[src/rtl/pipe_mult_unit.sv]
// pipe_mult_unit
// Fully pipelined RV32M multiply unit for the execute stage. One multiply
// (MUL, MULH, MULHSU, MULHU) can enter per cycle. The issue packet travels
// with the operands, and the result comes out NUM_STAGES cycles later.
//
// Ports:
//   clock, reset  rising-edge clock, synchronous active-high reset
//   flush         kills every in-flight op and any op offered this cycle
//   in_valid      request valid
//   in_ready      unit can accept this cycle
//   mcand         operand rs1
//   mplier        operand rs2
//   func          ALU_MUL / ALU_MULH / ALU_MULHSU / ALU_MULHU (others act as MULHU)
//   in_packet     issue packet carried to the output
//   out_valid     result valid
//   out_ready     consumer takes the result
//   product       XLEN-bit result
//   out_packet    packet belonging to the result on the output

package pipe_mult_pkg;

    typedef enum logic [4:0] {
        ALU_ADD    = 5'h00,
        ALU_SUB    = 5'h01,
        ALU_SLT    = 5'h02,
        ALU_SLTU   = 5'h03,
        ALU_AND    = 5'h04,
        ALU_OR     = 5'h05,
        ALU_XOR    = 5'h06,
        ALU_SLL    = 5'h07,
        ALU_SRL    = 5'h08,
        ALU_SRA    = 5'h09,
        ALU_MUL    = 5'h0A,
        ALU_MULH   = 5'h0B,
        ALU_MULHSU = 5'h0C,
        ALU_MULHU  = 5'h0D
    } ALU_FUNC;

    typedef struct packed {
        logic [31:0] pc;
        logic [31:0] inst;
        logic [4:0]  dest_reg_idx;
        logic        valid;
    } IS_EX_PACKET;

endpackage

module pipe_mult_unit
    import pipe_mult_pkg::*;
#(
    parameter int XLEN       = 32,
    parameter int NUM_STAGES = 4
) (
    input  logic            clock,
    input  logic            reset,
    input  logic            flush,
    input  logic            in_valid,
    output logic            in_ready,
    input  logic [XLEN-1:0] mcand,
    input  logic [XLEN-1:0] mplier,
    input  ALU_FUNC         func,
    input  IS_EX_PACKET     in_packet,
    output logic            out_valid,
    input  logic            out_ready,
    output logic [XLEN-1:0] product,
    output IS_EX_PACKET     out_packet
);

    localparam int W2    = 2 * XLEN;
    localparam int CHUNK = W2 / NUM_STAGES;
    localparam int LAST  = NUM_STAGES - 1;

    logic [NUM_STAGES-1:0] valid_q;
    logic [NUM_STAGES-1:0] valid_d;
    logic [W2-1:0]         mcand_q  [NUM_STAGES];
    logic [W2-1:0]         mcand_d  [NUM_STAGES];
    logic [W2-1:0]         mplier_q [NUM_STAGES];
    logic [W2-1:0]         mplier_d [NUM_STAGES];
    logic [W2-1:0]         acc_q    [NUM_STAGES];
    logic [W2-1:0]         acc_d    [NUM_STAGES];
    ALU_FUNC               func_q   [NUM_STAGES];
    ALU_FUNC               func_d   [NUM_STAGES];
    IS_EX_PACKET           packet_q [NUM_STAGES];
    IS_EX_PACKET           packet_d [NUM_STAGES];

    logic          advance;
    logic          accept;
    logic          mcand_signed;
    logic          mplier_signed;
    logic [W2-1:0] mcand_ext;
    logic [W2-1:0] mplier_ext;

    // One stage's contribution. The multiplier slice is treated as unsigned.
    // Because both operands are already extended to 2*XLEN, the sum of all
    // slices modulo 2^(2*XLEN) is the correct signed or unsigned product.
    function automatic logic [W2-1:0] partial_product(
        input logic [W2-1:0] a,
        input logic [W2-1:0] b,
        input int            k
    );
        logic [CHUNK-1:0] slice;
        slice = b[k*CHUNK +: CHUNK];
        return (a * W2'(slice)) << (k * CHUNK);
    endfunction

    // Handshake and operand extension. The stall is global: when the output
    // is blocked, nothing moves, including bubbles. This keeps ordering
    // trivial and the control logic small.
    always_comb begin
        advance       = !valid_q[LAST] || out_ready;
        in_ready      = advance;
        accept        = in_valid && advance && !flush;
        mcand_signed  = (func == ALU_MUL) || (func == ALU_MULH) || (func == ALU_MULHSU);
        mplier_signed = (func == ALU_MUL) || (func == ALU_MULH);
        mcand_ext     = mcand_signed  ? {{XLEN{mcand[XLEN-1]}}, mcand}
                                      : {{XLEN{1'b0}}, mcand};
        mplier_ext    = mplier_signed ? {{XLEN{mplier[XLEN-1]}}, mplier}
                                      : {{XLEN{1'b0}}, mplier};
    end

    // Next contents of each stage. Stage 0 loads from the ports and starts
    // the accumulator with slice 0. Each later stage adds its own slice to
    // the accumulator handed over by the previous stage.
    always_comb begin
        valid_d     = '0;
        valid_d[0]  = accept;
        mcand_d[0]  = mcand_ext;
        mplier_d[0] = mplier_ext;
        func_d[0]   = func;
        packet_d[0] = in_packet;
        acc_d[0]    = partial_product(mcand_ext, mplier_ext, 0);
        for (int k = 1; k < NUM_STAGES; k++) begin
            valid_d[k]  = valid_q[k-1];
            mcand_d[k]  = mcand_q[k-1];
            mplier_d[k] = mplier_q[k-1];
            func_d[k]   = func_q[k-1];
            packet_d[k] = packet_q[k-1];
            acc_d[k]    = acc_q[k-1] + partial_product(mcand_q[k-1], mplier_q[k-1], k);
        end
    end

    // Stage registers. Flush clears only the valid bits, and it wins over
    // advance. The datapath registers just follow advance, because their
    // contents are ignored once the valid bit is gone.
    always_ff @(posedge clock) begin
        if (reset) begin
            valid_q <= '0;
            for (int k = 0; k < NUM_STAGES; k++) begin
                mcand_q[k]  <= '0;
                mplier_q[k] <= '0;
                acc_q[k]    <= '0;
                func_q[k]   <= ALU_MUL;
                packet_q[k] <= '0;
            end
        end else begin
            if (flush) begin
                valid_q <= '0;
            end else if (advance) begin
                valid_q <= valid_d;
            end
            if (advance) begin
                for (int k = 0; k < NUM_STAGES; k++) begin
                    mcand_q[k]  <= mcand_d[k];
                    mplier_q[k] <= mplier_d[k];
                    acc_q[k]    <= acc_d[k];
                    func_q[k]   <= func_d[k];
                    packet_q[k] <= packet_d[k];
                end
            end
        end
    end

    // The output is taken straight from the final stage register. Only the
    // half-select depends on func, so the value stays stable while stalled.
    assign out_valid  = valid_q[LAST];
    assign out_packet = packet_q[LAST];
    assign product    = (func_q[LAST] == ALU_MUL) ? acc_q[LAST][XLEN-1:0]
                                                  : acc_q[LAST][W2-1:XLEN];

endmodule

[config.mk]
export PLATFORM = sky130hd
export DESIGN_NAME = pipe_mult_unit
export DESIGN_NICKNAME = d
export VERILOG_FILES = /design/src/rtl/pipe_mult_unit.sv
export SDC_FILE = /design/constraint.sdc
export NUM_CORES = 2
export LEC_CHECK = 0
export CORE_ASPECT_RATIO = 0.6
export CORE_UTILIZATION = 60
export CTS_CLUSTER_SIZE = 25
export DETAILED_ROUTE_END_ITERATION = 6
export DONT_BUFFER_PORTS = 1
export PLACE_DENSITY = 0.8
export SLEW_MARGIN = 40
export SYNTH_ARGS = -nofsm -noshare
export SYNTH_HDL_FRONTEND = slang
export SYNTH_SLANG_ARGS = --single-unit
[constraint.sdc]
create_clock -name clock -period 23.1 [get_ports clock]
set_input_delay 4.62 -clock clock [delete_from_list [all_inputs] [get_ports clock]]
set_output_delay 4.62 -clock clock [all_outputs]
set_load 0.005 [all_outputs]
# Yosys cells after proc, flatten, opt, wreduce, memory -nomap -nowiden

Memories as Yosys holds them, arrays and structs flattened.
Index checks and enable logic that the tools add are counted.
Widths: inputs -> output; s select.

Register bits: 4
Latch bits: 0
Bits in writable memories: 1068
Bits in read-only memories: 0
Bits of input ports: 144
Output and inout bits: 104
Word-level logic and storage cells: 73
Memories kept: 5

$add $sub $neg: 3
Multipliers: 4
Div/mod/pow operators: 0
Order comparisons: 0
Equal/unequal tests: 4
Shift-type cells: 0
Mux-type cells: 28
Bitwise operators: 20
Reduce and logical (&&, ||, !) cells: 8

Memories:

| name     | depth | bits a word | read ports | clocked after memory_dff | wr ports | line | text |
|---|---|---|---|---|---|---|---|
| packet_q | 4     | 70          | 4          | 0                        | 4        | 83   | `IS_EX_PACKET packet_q [NUM_STAGES];` |
| acc_q    | 4     | 64          | 4          | 0                        | 4        | 79   | `logic [W2-1:0] acc_q [NUM_STAGES];` |
| mcand_q  | 4     | 64          | 3          | 0                        | 4        | 75   | `logic [W2-1:0] mcand_q [NUM_STAGES];` |
| mplier_q | 4     | 64          | 3          | 0                        | 4        | 77   | `logic [W2-1:0] mplier_q [NUM_STAGES];` |
| func_q   | 4     | 5           | 4          | 0                        | 4        | 81   | `ALU_FUNC func_q [NUM_STAGES];` |

Operator list:

| kind               | count |
|---|---|
| $mux 64            | 14 |
| $mux 70            | 4 |
| $add 64x64->64     | 3 |
| $mul 64x16->16     | 1 |
| $mul 64x16->32     | 1 |
| $mul 64x16->48     | 1 |
| $mul 64x16->64     | 1 |
| $mux 32            | 1 |
| $eq 5x4->1 const B | 4 |
| $mux 5             | 4 |
| $or 1x1->1         | 20 |
| $mux 1             | 5 |
| $logic_or 1x1->1   | 3 |
| $logic_and 1x1->1  | 2 |
| $logic_not 1->1    | 2 |
| $reduce_or 2->1    | 1 |

# Logic depth before layout (Yosys ltp)

Depth in word-level cells: 6
Depth in mapped cells: 37
Mapped depth without buffers: 37

# Worst setup path after synthesis

No wires, ideal clock.

Kind: input to register
From: in reset
To: mem acc_q[0][0] (netlist name), enable pin
Library setup time: 1.144 ns
Data arrival time: 20.741 ns
Required time: 21.956 ns
Slack: 1.215 ns
Stages on the path: 3
Path buffers: 2
Path through: clkbuf_1 -> clkbuf_1 -> nand2b_1

RTL lines:

| what            | line | text |
|---|---|---|
| start, declared | 55   | `input logic reset,` |
| end, declared   | 79   |  |

==> impl_metrics.env <==
export IMPL_placementRows=98
export IMPL_rsz_0062_raised_after_global_routing="false"
export IMPL_worst_setup_path_start_kind="primary input"
export IMPL_post_synth_inst_count=6962
export IMPL_yosysUniqueCellTypes=78
export IMPL_cp_end_kind="flop"
export IMPL_timing_final_crit_period_ns=11.00
export IMPL_cts_repair_resized=0
export IMPL_multiInputGateArea_um2=47600
export IMPL_slew_headroom=0.397
export IMPL_cts_htree_levels=2
export IMPL_finalClockSkew_ns=0.0776
export IMPL_crit_arrival_ns=11.34
export IMPL_drt_first_pass_iters=6
export IMPL_internal_power_uw=4460
export IMPL_clock_path_buffers=3
export IMPL_core_region_area_um2=120000
export IMPL_share_clk_of_total_power=0.118
export IMPL_via_count=48000
export IMPL_synth_seq_cells=660
export IMPL_highest_count_cells_in_the_layout_ignoring_fill_and_taps="inv_1 (1344), fa_1 (1281), and2_1 (866), nand2_1 (843), edfxtp_1 (656)"
export IMPL_drive_gt1_frac=0.0308
export IMPL_async_flop_share=0
export IMPL_start_util=0.610
export IMPL_count_of_fill_cells_added_during_filler_insertion=9153
export IMPL_avgRoutedWirePerCell_um=21.5
export IMPL_dieWidth_um=453
export IMPL_p_leak_uw=0.0354
export IMPL_grt_use_total=0.303
export IMPL_cts_tree="done"
export IMPL_grt_pass1_vias=49700
export IMPL_setup_viol=0
export IMPL_cts_sinks=660
export IMPL_synth_ff_type="edfxtp_1"
export IMPL_drc_errors=0
export IMPL_number_of_antenna_violations_at_the_first_check_in_global_routing=13
export IMPL_drv_slew=0
export IMPL_final_common_cell="inv_1"
export IMPL_ff_latch_area_um2=19800
export IMPL_area_growth_pct=5.04
export IMPL_dpl_hpwl_mm=144
export IMPL_die_area_um2=124000
export IMPL_viasPerCell=5.66
export IMPL_weighted_congestion_reported_at_the_end_of_routability_driven_placement=0.956
export IMPL_vdd_drop_max_v=0.000204
export IMPL_design_portCount=248
export IMPL_i_o_buffers=0
export IMPL_p_sw_uw=4250
export IMPL_outcome="finished clean"
export IMPL_synthTopCellsByArea="fa_1 (35%), edfxtp_1 (27%), and2_1 (7.4%), inv_1 (6.9%), ha_1 (6.2%)"
export IMPL_crit_fanout=17
export IMPL_numCtsBuffers=61
export IMPL_timing_fmax_mhz=90.9
export IMPL_detail_route_iter0_violations=4974
export IMPL_postSynthNetCount=8750
export IMPL_post_synth_top_area_cell="fa_1"
export IMPL_grt_max_degree=150
export IMPL_post_cts_repair_setup_buffers=0
export IMPL_grt_overflow_total=0
export IMPL_drtAntennaViolNets=0
export IMPL_seq_power_share=0.189
export IMPL_preCtsSetupSlack_ns=11.53
export IMPL_p_sw_frac=0.488
export IMPL_timing_final_crit_share=0.476
export IMPL_synth_warning_count=0
export IMPL_die_h_um=273
export IMPL_clkTransAtPathRegs_ns=0.06
export IMPL_transition_at_the_pin_with_the_smallest_max_transition_slack_ns=0.904
export IMPL_share_comb_of_total_power=0.693
export IMPL_final_count_of_hold_timing_violations=0
export IMPL_cts_hold_buf=0
export IMPL_grt_pass1_wl_mm=286
export IMPL_cts_root_buf="clkbuf_16"
export IMPL_fraction_of_the_yosys_area_taken_by_sequential_cells=0.270
export IMPL_cap_violations=0
export IMPL_hp_class="flop to flop"
export IMPL_worstSetupPathType="primary input to flop"
export IMPL_worstSkewPairLatency_ns=0.69
export IMPL_required_time_worst_endpoint_ns=23.44
export IMPL_syn_cell_area_um2=73300
export IMPL_setup_slack_ns=12.10
export IMPL_drt_wl_total_mm=182
export IMPL_postSynthAreaPerCell_um2=10.5
export IMPL_synthDominantCellAreaShare=0.350
export IMPL_design_final_nets=8608
export IMPL_pwr_density_cell_nw_per_um2=113
export IMPL_fin_tns_setup_ns=0
export IMPL_synth_enable_flop_cells=656
[cells in the mapped netlist (all sizes together), types with 5 or more instances]
cell,number
nor4,5
xor2,86
nand2b,21
a31oi,28
a31o,5
mux2,32
a211o,5
xnor2,165
nand3,34
nand2,843
fa,1281
inv,1345
o21bai,24
and3,23
a41oi,5
o22ai,5
ha,363
a21o,103
a311oi,9
o211ai,15
o21a,33
o2111ai,5
o31ai,6
and4,8
or3,17
o21ai,105
nand4,22
mux2i,7
a21boi,9
nor2b,35
clkbuf,257
nor2,237
a211oi,20
a221oi,5
and2,866
a21oi,177
edfxtp,656
or2,5
nor3,41
[stage by stage]
step                cells   util  area (µm²)  total power [µW]  hold slack (ns)
finish               8478  0.641       77000              8710            0.489
global route         8473  0.641       77000              9410            0.512
CTS                  8469  0.640       76900              8530            0.475
detailed placement   8353  0.623       74900              7470            0.489
global placement     8346  0.622       74700              7370            0.483
floorplan            6962      -       73300              5850            0.466
[state kept, by name (all words and copies together) (netlist names)]
| register | count |
|---|---|
| acc_q | 256 |
| func_q | 20 |
| mcand_q | 81 |
| mplier_q | 19 |
| valid_q | 4 |
| packet_q | 280 |
[final cells by class]
cell class,instances,share of cell area
Multi-Input combinational cell,4697,0.618
Sequential cell,660,0.257
Inverter,1345,0.0656
Tap cell,1600,0.0260
Clock buffer,76,0.0206
Timing Repair Buffer,55,0.00720
Clock inverter,40,0.00595
Antenna cell,5,0.000162
[worst max-delay path, stage by stage]
cell and delay, ns:
nor2b_1 0.16, a21oi_1 0.10, nor4bb_4 0.27, buf_4 0.33
and2_1 0.21, inv_1 0.07, fa_1 0.64, inv_1 0.14
fa_1 0.57, inv_1 0.29, fa_1 0.51, fa_1 0.57
fa_1 0.43, fa_1 0.50, inv_1 0.05, ha_1 0.36
nand4_1 0.17, o31ai_2 0.48, a21boi_1 0.24, o31ai_2 0.43
o21ai_0 0.19
[layer usage]
layer | routed length (µm) | GRT usage | vias up | share of wire
met2 | 74700 | 0.417 | 2462 | 0.41
met1 | 78700 | 0.452 | 24000 | 0.43
met5 | 125 | 0 | - | 0.00069
met4 | 3520 | 0.0612 | 10 | 0.019
met3 | 25000 | 0.125 | 253 | 0.14
li1 | - | - | 21200 | -
[power groups by stage]
stage	registers (µW)	logic, µW	clock network (µW)
2_1_floorplan	1630	4210	0
3_3_place_gp	1670	5700	0
3_5_place_dp	1670	5800	0
4_1_cts	1650	5830	1040
5_1_grt	1660	6670	1080
6_report	1650	6030	1030
[path summary, 6_finish.rpt]
kind              slack, ns                    startpoint                    endpoint  depth (start not counted)
hold / removal         0.49     acc_q[1][3]$_SDFFCE_PN0P_   acc_q[2][3]$_SDFFCE_PN0P_                          1
setup / recovery      12.10                       func[1]  acc_q[0][57]$_SDFFCE_PN0P_                         21
hold reg to reg        0.49     acc_q[1][3]$_SDFFCE_PN0P_   acc_q[2][3]$_SDFFCE_PN0P_                          1
setup reg to reg      13.31  mcand_q[0][10]$_SDFFCE_PN0P_  acc_q[1][63]$_SDFFCE_PN0P_                         27
[kinds of logic after synthesis]
family,share of synthesized area
buffers and inverters,0.0822
DFF,0.270
AOI/OAI and AO/OA,0.0521
and+or+nand+nor,0.148
muxes,0.00587
adders and majority gates,0.412
xor gates and xnor gates,0.0300
Note: power is estimated with default switching activity, not from simulation.
